==> src/rtl/toggle_pkg.sv <==
// Shared definitions for the toggle decoder: FSM state encoding and the
// default sizing of the synchroniser and the two event counters.
package toggle_pkg;

  typedef enum logic {
    INIT = 1'b0,
    RUN  = 1'b1
  } state_t;

  localparam int DEF_SYNC_STAGES = 2;
  localparam int DEF_PEND_W      = 4;
  localparam int DEF_TOT_W       = 16;

endpackage

==> src/rtl/sync_chain.sv <==
// Multi-flop synchroniser for a single asynchronous level.
//   clk   : sampling clock
//   reset : synchronous active-high reset, clears every stage to 0
//   d     : asynchronous input level
//   q     : synchronised level (last stage of the chain)
module sync_chain #(
  parameter int STAGES = 2
) (
  input  logic clk,
  input  logic reset,
  input  logic d,
  output logic q
);

  logic [STAGES-1:0] stage;

  always_ff @(posedge clk) begin
    if (reset) begin
      stage <= '0;
    end else begin
      stage <= {stage[STAGES-2:0], d};
    end
  end

  assign q = stage[STAGES-1];

endmodule

==> src/rtl/toggle_decoder.sv <==
// Decodes a toggle-encoded event line (each level change of t_in is one
// event) into a pending-event counter with a valid/ready pop interface.
//   clk       : sole clock
//   reset     : synchronous active-high reset
//   t_in      : asynchronous toggle level
//   evt_valid : at least one event pending
//   evt_ready : consumer pops one event when high together with evt_valid
//   pend_cnt  : number of pending events (saturates, excess is dropped)
//   overflow  : sticky, an event was dropped while pend_cnt was full
//   clr_ovf   : clears overflow (a simultaneous new overflow wins)
//   total_cnt : all detected events including dropped ones, wrapping
//
// state | meaning
// ------+-------------------------------------------------------------
// INIT  | synchroniser filling after reset, edges ignored
// RUN   | t_sync compared with t_prev every cycle, edges counted
module toggle_decoder
  import toggle_pkg::*;
#(
  parameter int SYNC_STAGES = DEF_SYNC_STAGES,
  parameter int PEND_W      = DEF_PEND_W,
  parameter int TOT_W       = DEF_TOT_W
) (
  input  logic              clk,
  input  logic              reset,
  input  logic              t_in,
  output logic              evt_valid,
  input  logic              evt_ready,
  output logic [PEND_W-1:0] pend_cnt,
  output logic              overflow,
  input  logic              clr_ovf,
  output logic [TOT_W-1:0]  total_cnt
);

  localparam int CNT_W = $clog2(SYNC_STAGES + 1);
  localparam logic [CNT_W-1:0] INIT_LAST = CNT_W'(SYNC_STAGES);

  state_t           state, state_nxt;
  logic [CNT_W-1:0] init_cnt, init_cnt_nxt;
  logic             t_sync;
  logic             t_prev;
  logic             load_prev;
  logic             evt_edge;
  logic             pop;
  logic             full;
  logic             ovf_set;

  sync_chain #(
    .STAGES(SYNC_STAGES)
  ) u_sync (
    .clk  (clk),
    .reset(reset),
    .d    (t_in),
    .q    (t_sync)
  );

  always_ff @(posedge clk) begin
    if (reset) begin
      state    <= INIT;
      init_cnt <= '0;
    end else begin
      state    <= state_nxt;
      init_cnt <= init_cnt_nxt;
    end
  end

  // INIT spans SYNC_STAGES+1 cycles so the chain holds the real t_in level
  // before t_prev is seeded; otherwise a reset-time level of 1 would look
  // like an event.
  always_comb begin
    state_nxt    = state;
    init_cnt_nxt = init_cnt;
    load_prev    = 1'b0;
    evt_edge     = 1'b0;
    case (state)
      INIT: begin
        if (init_cnt == INIT_LAST) begin
          state_nxt = RUN;
          load_prev = 1'b1;
        end else begin
          init_cnt_nxt = init_cnt + CNT_W'(1);
        end
      end
      RUN: begin
        evt_edge  = t_sync ^ t_prev;
        load_prev = 1'b1;
      end
      default: state_nxt = INIT;
    endcase
  end

  always_ff @(posedge clk) begin
    if (reset) begin
      t_prev <= 1'b0;
    end else if (load_prev) begin
      t_prev <= t_sync;
    end
  end

  assign evt_valid = (pend_cnt != '0);
  assign pop       = evt_valid & evt_ready;
  assign full      = &pend_cnt;
  // An edge that coincides with a pop replaces the popped event, so a full
  // counter only drops when nothing leaves in the same cycle.
  assign ovf_set   = evt_edge & ~pop & full;

  always_ff @(posedge clk) begin
    if (reset) begin
      pend_cnt <= '0;
    end else if (evt_edge && !pop && !full) begin
      pend_cnt <= pend_cnt + PEND_W'(1);
    end else if (!evt_edge && pop) begin
      pend_cnt <= pend_cnt - PEND_W'(1);
    end
  end

  always_ff @(posedge clk) begin
    if (reset) begin
      overflow <= 1'b0;
    end else if (ovf_set) begin
      overflow <= 1'b1;
    end else if (clr_ovf) begin
      overflow <= 1'b0;
    end
  end

  always_ff @(posedge clk) begin
    if (reset) begin
      total_cnt <= '0;
    end else if (evt_edge) begin
      total_cnt <= total_cnt + TOT_W'(1);
    end
  end

endmodule

==> config.mk <==
export PLATFORM = sky130hd
export DESIGN_NAME = toggle_decoder
export DESIGN_NICKNAME = d
export VERILOG_FILES = /design/src/rtl/toggle_pkg.sv /design/src/rtl/sync_chain.sv /design/src/rtl/toggle_decoder.sv
export SDC_FILE = /design/constraint.sdc
export NUM_CORES = 1
export LEC_CHECK = 0
export BUFFER_PORTS_ARGS = -buffer_cell sky130_fd_sc_hd__buf_4
export CAP_MARGIN = 20
export CORE_UTILIZATION = 37
export CTS_CLUSTER_DIAMETER = 30
export DETAILED_ROUTE_END_ITERATION = 7
export SLEW_MARGIN = 40
export SYNTH_ARGS = -nofsm -noshare
export SYNTH_HDL_FRONTEND = slang
export SYNTH_SLANG_ARGS = --single-unit
==> constraint.sdc <==
create_clock -name clk -period 2.8 [get_ports clk]
set_input_delay 0.14 -clock clk [delete_from_list [all_inputs] [get_ports clk]]
set_output_delay 0.14 -clock clk [all_outputs]
set_load 0.01 [all_outputs]
After elaboration in Yosys (flattened, before gate mapping)
Index checks and enable logic that the tools add are counted.

Logic and storage cells: 38. Input port bits: 5. Flip-flop bits (word level): 27. Output and inout bits: 22.

Add/subtract/negate cells: 4. Bitwise gates (word level): 7. Equal/unequal tests: 1. Reduce and logical (&&, ||, !) cells: 11. Multiplexer cells: 8.

Operators with widths (count): $add A16 B1 Y16 const B (1); $mux W4 (2); $mux W1 (5); $add A4 B1 Y4 const B (1); $reduce_and A4 Y1 (1); $reduce_bool A2 Y1 (2); $reduce_bool A4 Y1 (1); $sub A4 B1 Y4 const B (1); $and A1 B1 Y1 (3); $logic_and A1 B1 Y1 (3); $logic_not A1 Y1 (3); $not A1 Y1 (3); $add A2 B1 Y2 const B (1); $eq A2 B2 Y1 const B (1); $pmux W1 S2 (1); $reduce_and A2 Y1 (1); $xor A1 B1 Y1 (1).

Logic depth before layout (Yosys ltp)
Gate-level depths: netlist of run 1.

Depth in word-level cells: 6. Mapped depth: 8. Mapped depth without buffers: 8.

Hierarchy
A second synthesis of run 1 with hierarchy kept.

Cell total of the unflattened synthesis: 152. Area, all modules: 1336.3 um2.

Modules (own cells, without submodules): toggle_decoder (area each 1283.7 um2, seq. area each 500.5 um2, times used 1, cells each 148); sync_chain (area each 52.6 um2, seq. area each 40.0 um2, times used 1, cells each 4).

Least setup slack after synthesis of run 1
No wires, ideal clock.

Path kind: flip-flop to flip-flop. From: reg pend_cnt[2]. To: reg pend_cnt[3]. Path slack: 257 ps. Clock period less this slack: 2543 ps. Data required time: 2677 ps. Path buffers: 0. Stages on the path, launching flop included: 9. Library setup time: 123 ps. Arrival time: 2420 ps. Cells stage by stage: dfxtp_1 > or4_4 > a211oi_2 > inv_1 > ha_1 > a21o_1 > a21oi_1 > mux2i_1 > mux2_1.

Word-level cells in the longest chain between the ends: 6. Elaborated cells on any way between the ends: 13. Classes of those cells: add/sub: 2; mux: 2; bitwise: 1; reduce/logical: 8.

RTL lines: from (decl) (RTL line toggle_decoder.sv:29) `output logic [PEND_W-1:0] pend_cnt,`; from (signal assigned) (RTL line toggle_decoder.sv:111) `pend_cnt <= pend_cnt + PEND_W'(1);`; from (signal assigned) (RTL line toggle_decoder.sv:113) `pend_cnt <= pend_cnt - PEND_W'(1);`; $reduce_bool A4 Y1 (*) (RTL line toggle_decoder.sv:100) `assign evt_valid = (pend_cnt != '0);`; net evt_valid (RTL line toggle_decoder.sv:27) `output logic evt_valid,`; $and A1 B1 Y1 (*) (RTL line toggle_decoder.sv:101) `assign pop = evt_valid & evt_ready;`; $logic_not A1 Y1 (RTL line toggle_decoder.sv:110) `end else if (evt_edge && !pop && !full) begin`; $logic_and A1 B1 Y1 (2 in a row) (RTL line toggle_decoder.sv:110); $mux W4 / $reduce_bool A2 Y1 (equally long branches).

The timed path passes the listed nets; every way through them passes the cells marked *. The select of a mux whose other input is x is not followed. A chain may end at the register's enable or synchronous reset.

Worst setup path in the final report of run 1
From: reg pend_cnt[2]. To: reg pend_cnt[3].

Word-level cells in the longest chain between the ends: 6. Elaborated cells on any way between the ends: 13. Classes of those cells: add/sub: 2; mux: 2; bitwise: 1; reduce/logical: 8.

RTL lines: branches (longest 6 deep; another with $sub A4 B1 Y4).

Several ways; the timed one is not identified. The select of a mux whose other input is x is not followed.

==> results.py, run 1 <==
metrics = {
    "pwr": {
        "clkPwrFrac_pct": 19.7,
        "fin_total_pwr_mw": 1.089,
        "p_int_mw": 0.7299,
        "power.ir.vdd_worst_uv": 291.3,
        "sequentialPowerShare_pct": 42.8,
        "power_frac_comb_pct": 37.5,
        "power_density_mw_per_mm2": 642.3,
        "p_sw_share_pct": 32.97,
        "power_leakage_nw": 0.6689,
        "p_sw_mw": 0.3590,
    },
    "yosys": {
        "synth.net_count": 158,
        "seq_total_area_yosys_pct": 38.54,
        "synth_cell_types": 44,
        "async_set_reset_flop_share_out_of_synthesis_pct": 0,
        "netlist_instances": 148,
        "ys_dominant_reg_cell": "dfxtp_1",
        "synth_enable_flop_cells": 0,
        "seq_cells_post_synth": 27,
        "synthesis.yosys.warnings": 0,
        "synthesis.area_sq_mm": 0.001403,
        "syn_area_per_cell_sq_um": 9.477,
    },
    "place": {
        "placement.cell_area_sq_mm": 0.001647,
        "placement.setup.worst_slack_ns": 0.1157,
        "port-buffer-count": 26,
        "number_of_instances_in_the_placed_design": 220,
        "place.detailed.hpwl_um": 1914,
        "finalWeightedCongestion": 0.7020,
    },
    "clocking": {
        "clock_tree_from_tritoncts": "yes",
        "cts_buffer_depth": 2,
        "clock-sinks": 27,
        "postCtsSetupBuffers": 0,
        "cts_buffers": 3,
        "h-tree-depth": 1,
        "cts_hold_repair_buffers": 0,
        "cts.clk_slew.worst_paths_ns": 0.09,
        "clock-root-buffer": "clkbuf_8",
        "clkLatencyLatePin_ns": 0.27,
        "postCtsResizedCells": 0,
    },
    "layout": {
        "post-route-cell-area_sq_mm": 0.001695,
        "drive_above_1_share_pct": 24.43,
        "insertedDiodeCount": 0,
        "instances_no_fill": 224,
        "areaGrowthSynthToFinish_pct": 20.87,
        "final_net_count": 187,
        "post-route-util_pct": 46.31,
    },
    "critical_path": {
        "cpMaxStageDelayCell": "or4_4",
        "worst-path-stages": 8,
        "cp_num_buf_inv": 1,
        "worstPathRequired_ns": 2.96,
        "crit_type": "reg2reg",
        "critical_path.cell_chain": "or4_4 -> a211oi_2 -> inv_1 -> ha_1 -> a21o_1 -> a21oi_2 -> mux2i_1 -> mux2_1",
        "cp-start-kind": "flip-flop",
        "critPathMaxStageDelay_ns": 0.58,
        "worst-endpoint-arrival_ns": 2.81,
        "worst_setup_path_end_kind": "flip-flop",
        "critical-path-top-delay-family": "compound AO/OA/AOI/OAI gates",
        "timing.critical_path.fanout_max": 6,
        "timing.reg2reg.worst_path_depth": 8,
    },
    "drt": {
        "wire_per_inst_um": 11.93,
        "via_per_inst": 5.152,
        "route.detailed.drc": 0,
        "vias": 1154,
        "detailed_route_wire_length_um": 2672,
        "firstDrtPassIters": 4,
        "drt_iter0_markers": 68,
        "drt.antenna.violating_nets": 0,
    },
    "global_routing": {
        "grt_pass1_wl_um": 4602,
        "grt_antenna_before_repair": 0,
        "global_route.usage.total_pct": 14.23,
        "globalRoute.totalOverflow": 0,
        "first_global_vias": 1070,
        "pin_count_of_the_biggest_net_entering_global_routing": 34,
    },
    "timing": {
        "relSlewSlack_pct": 67.04,
        "timing.final.max_slew_violations": 0,
        "fin_skew_ns": 0.006864,
        "finalCriticalPeriod_ns": 2.651,
        "fin_tns_setup_ns": 0,
        "worst_hold_slack_ns": 0.07984,
        "fin_crit_sh_pct": 94.68,
        "tightest_slew_ns": 0.4909,
        "final_setup_viols": 0,
        "grt_setup_unrepaired": "no",
        "fmax_ghz": 0.3772,
        "hold_viol_final": 0,
        "postLayoutSetupSlackWorst_ns": 0.1490,
    },
    "hold_path": {
        "min-delay-path-class": "in2reg",
        "worst_hold_path.num_cells": 2,
    },
    "floorplanning": {
        "die-area_sq_mm": 0.004041,
        "die_x_um": 63.57,
        "start_util_pct": 38.31,
        "dieHeight_um": 63.57,
        "placement_rows": 22,
        "fp.coreArea_sq_mm": 0.003661,
        "ios": 27,
    },
    "run_status": {
        "status": "completed",
    },
    "run": {
        "maximum_capacitance_violations": 0,
    },
}
-- metal layers --
metal  wire [um]  global-route usage (%)  up-vias
li1            -                       -      584
met3          89                   3.986        0
met1        1291                   17.18      548
met5           0                       0        -
met4           0                   3.977        0
met2        1291                   24.34       22
-- path summary, 6_finish.rpt --
| check | start | endpoint | slack, ns |
|---|---|---|---|
| setup reg to reg | pend_cnt[2]$_SDFFE_PP0P_ | pend_cnt[3]$_SDFFE_PP0P_ | 0.15 |
| setup / recovery | pend_cnt[2]$_SDFFE_PP0P_ | pend_cnt[3]$_SDFFE_PP0P_ | 0.15 |
| hold / removal | t_in | u_sync.stage[0]$_SDFF_PP0_ | 0.08 |
| hold reg to reg | u_sync.stage[0]$_SDFF_PP0_ | u_sync.stage[1]$_SDFF_PP0_ | 0.44 |
-- layout make-up --
| class | count | area, sq um |
|---|---|---|
| fill | 355 | 1966 |
| multi-input combinational | 111 | 817.0 |
| sequential | 27 | 540.5 |
| timing repair buffer | 28 | 210.2 |
| tap | 48 | 60.06 |
| clock buffer | 4 | 45.04 |
| inverter | 6 | 22.52 |
-- Yosys cell counts, types with 2 or more instances --
master	number	area (sq um)
a21oi_1	9	45.04
and2_1	2	12.51
and3_1	2	12.51
and4_1	2	17.52
clkbuf_1	2	7.510
dfxtp_1	27	540.5
ha_1	4	50.05
inv_1	6	22.52
mux2_1	3	33.78
mux2_4	2	30.03
mux2i_1	2	20.02
nand2_1	8	30.03
nand2b_1	2	12.51
nand3_1	3	15.01
nand4_1	5	31.28
nor2_1	19	71.32
nor2b_1	5	31.28
o21ai_0	6	30.03
o31ai_1	2	15.01
or3_1	4	25.02
or4_1	2	15.01
xnor2_1	4	35.03
xor2_1	6	52.55
-- registers in the layout, summed over array words and instances (netlist names) --
| name | flops |
|---|---|
| u_sync.stage | 2 |
| init_cnt | 2 |
| t_prev | 1 |
| overflow | 1 |
| total_cnt | 16 |
| state | 1 |
| pend_cnt | 4 |
-- placed cells by master (no fill, tap or decap), drive strengths merged, types with 2 or more instances in the layout --
cell,synthesis,layout
nor2b,5,5
a211oi,2,2
dfxtp,27,27
mux2i,2,2
clkbuf,3,4
nand4,5,5
buf,1,28
nand2b,2,2
o31ai,2,2
and4,2,2
xor2,7,7
and3,2,2
xnor2,4,4
a21oi,9,9
nand2,8,8
inv,6,6
nor2,19,19
or4,3,3
nand3,5,5
and2,2,2
ha,4,4
o21ai,6,6
mux2,5,5
or3,5,5
-- cells by family after synthesis --
logic type	share of synthesized area [%]
flip-flops	38.54
AO/OA/AOI/OAI	13.92
AND/OR/NAND/NOR	24.89
XOR/XNOR	8.207
adder cells (fa/ha/maj)	4.996
buffers and inverters	3.479
multiplexers	5.977
-- power groups by stage --
| stage | logic (mW) | registers, mW | clock network, mW |
|---|---|---|---|
| 6_report | 0.409 | 0.466 | 0.214 |
| 5_1_grt | 0.449 | 0.473 | 0.243 |
| 4_1_cts | 0.406 | 0.465 | 0.225 |
| 3_5_place_dp | 0.406 | 0.474 | 0 |
| 3_3_place_gp | 0.392 | 0.470 | 0 |
| 2_1_floorplan | 0.272 | 0.483 | 0 |
(Power assumes the default switching activity.)
==> inputs of run 2 (changes only) <==
--- a/config.mk
+++ b/config.mk
@@ -7,9 +7,10 @@
 export LEC_CHECK = 0
 export BUFFER_PORTS_ARGS = -buffer_cell sky130_fd_sc_hd__buf_4
 export CAP_MARGIN = 20
-export CORE_UTILIZATION = 37
+export CORE_UTILIZATION = 50
 export CTS_CLUSTER_DIAMETER = 30
 export DETAILED_ROUTE_END_ITERATION = 7
+export PLACE_DENSITY = 0.73
 export SLEW_MARGIN = 40
 export SYNTH_ARGS = -nofsm -noshare
 export SYNTH_HDL_FRONTEND = slang
==> run 2 against run 1 <==
Net effect:
- sequential share of layout area rose by 0.87 points
- total power shrank 4.1%
- flip-flop and latch count is the same
- largest cell class unchanged
- largest power group unchanged
- core utilization increased by 18 points
- non-clock buffer count stayed put
- combinational power shrank 1%
- global-route usage up 6.7 points
- first-iteration DRC count fell by 69%
- sequential power barely moved
- critical path depth unchanged
- cell area is 2.7% lower
==> results.py, run 2 (synthesis results as in run 1) <==
metrics = {
    "clocking": {
        "cts_hold_repair_buffers": 0,
        "h-tree-depth": 1,
        "cts_buffers": 3,
        "clock-root-buffer": "clkbuf_4",
        "cts_buffer_depth": 2,
        "postCtsSetupBuffers": 0,
        "clock_tree_from_tritoncts": "yes",
        "postCtsResizedCells": 0,
        "cts.clk_slew.worst_paths_ns": 0.14,
        "clkLatencyLatePin_ns": 0.33,
        "clock-sinks": 27,
    },
    "run_status": {
        "status": "completed",
    },
    "layout": {
        "max_ffs_per_register": 16,
        "final_net_count": 187,
        "areaGrowthSynthToFinish_pct": 17.66,
        "biggestRegsByFlops": "total_cnt: 16 flops, pend_cnt: 4 flops",
        "largest-register": "total_cnt",
        "final_common_cell": "buf_4",
        "drive_above_1_share_pct": 23.86,
        "insertedDiodeCount": 0,
        "most-common-layout-cells": "28 x buf_4, 27 x dfxtp_1, 19 x nor2_1",
    },
    "critical_path": {
        "cpMaxStageDelayCell": "or4_4",
        "critPathMaxStageDelay_ns": 0.59,
        "critical_path.cell_chain": "or4_4 -> a211oi_2 -> inv_1 -> ha_1 -> a21o_1 -> a21oi_1 -> mux2i_1 -> mux2_1",
        "worstPathRequired_ns": 3.04,
        "cp_num_buf_inv": 1,
        "rr_startpoint": "pend_cnt[2]$_SDFFE_PP0P_",
        "worst-endpoint-arrival_ns": 2.88,
        "critical-path-top-delay-family": "compound AO/OA/AOI/OAI gates",
        "worst_setup_path_end_kind": "flip-flop",
        "timing.critical_path.fanout_max": 6,
        "timing.reg2reg.worst_path_depth": 8,
        "crit_type": "reg2reg",
        "setup.reg_to_reg.worst_slack_ns": 0.15,
        "r2r-end": "pend_cnt[3]$_SDFFE_PP0P_",
        "cp-start-kind": "flip-flop",
    },
    "floorplanning": {
        "start_util_pct": 54.63,
        "placement_rows": 18,
        "die-area_sq_mm": 0.003021,
        "die_x_um": 54.97,
        "dieHeight_um": 54.97,
        "ios": 27,
        "fp.coreArea_sq_mm": 0.002567,
    },
    "timing": {
        "relSlewSlack_pct": 67.91,
        "fin_tns_setup_ns": 0,
        "postLayoutSetupSlackWorst_ns": 0.1548,
        "fin_crit_sh_pct": 94.47,
        "tightest_slew_ns": 0.4779,
        "finalCriticalPeriod_ns": 2.645,
        "fmax_ghz": 0.3780,
        "final_setup_viols": 0,
        "timing.final.max_slew_violations": 0,
        "worst_hold_slack_ns": 0.02143,
        "hold_viol_final": 0,
        "fin_skew_ns": 0.001553,
        "grt_setup_unrepaired": "no",
    },
    "global_routing": {
        "global_route.usage.total_pct": 20.90,
        "grt_pass1_wl_um": 4450,
        "global_route.usage.met1_pct": 26.77,
        "groute.layer.met2.usage_pct": 34.54,
        "met3_usage_in_global_routing_pct": 2.459,
        "grt_busiest_layer": "met2",
        "globalRoute.totalOverflow": 0,
        "grt_antenna_before_repair": 0,
        "pin_count_of_the_biggest_net_entering_global_routing": 34,
        "first_global_vias": 1015,
    },
    "drt": {
        "vias": 1169,
        "route.detailed.drc": 0,
        "firstDrtPassIters": 4,
        "drt_iter0_markers": 21,
        "via_per_inst": 5.675,
        "detailed_route_wire_length_um": 2817,
        "drt.antenna.violating_nets": 0,
        "wire_per_inst_um": 13.67,
    },
    "place": {
        "place.detailed.hpwl_um": 2075,
        "placement.setup.worst_slack_ns": 0.1546,
        "port-buffer-count": 26,
        "finalWeightedCongestion": 0.7531,
    },
    "hold_path": {
        "hold-path-endpoint": "u_sync.stage[0]$_SDFF_PP0_",
        "min-delay-start": "t_in",
        "worst_hold_path.num_cells": 2,
        "min-delay-path-class": "in2reg",
    },
    "pwr": {
        "fin_total_pwr_mw": 1.044,
        "power_density_mw_per_mm2": 632.6,
        "power.ir.vdd_worst_uv": 600.2,
        "power_leakage_nw": 0.6606,
    },
    "run": {
        "maximum_capacitance_violations": 0,
    },
}
[run 2: changes by cell type in the layout (fill, tap and decap cells not counted)]
cell / delta
clkbuf_4: +3
clkbuf_8: -3
a21oi_1: +1
a21oi_2: -1
[run 2: worst max-delay path by stage]
stage	depth (start not counted)	endpoint	start	slack, ns
after floorplan	8	pend_cnt[3]$_SDFFE_PP0P_	pend_cnt[2]$_SDFFE_PP0P_	0.26
after global placement	8	pend_cnt[3]$_SDFFE_PP0P_	pend_cnt[2]$_SDFFE_PP0P_	0.25
after detailed placement	8	pend_cnt[3]$_SDFFE_PP0P_	pend_cnt[2]$_SDFFE_PP0P_	0.15
after CTS	8	pend_cnt[3]$_SDFFE_PP0P_	pend_cnt[2]$_SDFFE_PP0P_	0.14
after global routing	8	pend_cnt[3]$_SDFFE_PP0P_	pend_cnt[2]$_SDFFE_PP0P_	0.008
final	8	pend_cnt[3]$_SDFFE_PP0P_	pend_cnt[2]$_SDFFE_PP0P_	0.15
[run 2: through the flow]
step           utilization [%]  std cells  instance area, sq um
6_report                 64.28        206                  1650
5_1_grt                  64.28        206                  1650
4_1_cts                  64.28        206                  1650
3_5_place_dp             63.26        202                  1624
3_3_place_gp             63.26        202                  1624
2_1_floorplan                -        148                  1403
[run 2: layer usage]
metal / share of wire [%] / wire [um] / vias to the layer above
li1: - / - / 580
met1: 46 / 1304 / 563
met2: 49 / 1381 / 21
met3: 2.7 / 76 / 5
met4: 1.9 / 54 / 0
met5: 0 / 0 / -
[run 2: layout make-up]
type                       count  area [sq um]
multi-input combinational    111         813.3
inverter                       6         22.52
clock buffer                   4         26.28
fill                         240         917.1
timing repair buffer          28         210.2
tap                           30         37.54
sequential                    27         540.5
[run 2: worst reg2reg max path: stages (launching register included)]
cell and delay [ns]:
dfxtp_1 0.39, or4_4 0.59, a211oi_2 0.28, inv_1 0.13
ha_1 0.29, a21o_1 0.18, a21oi_1 0.16, mux2i_1 0.21
mux2_1 0.33
[run 2: report_power, final]
part	switching (mW)	internal, mW
combinational	0.203	0.202
sequential	0.0419	0.423
clock	0.118	0.0560
total	0.363	0.681
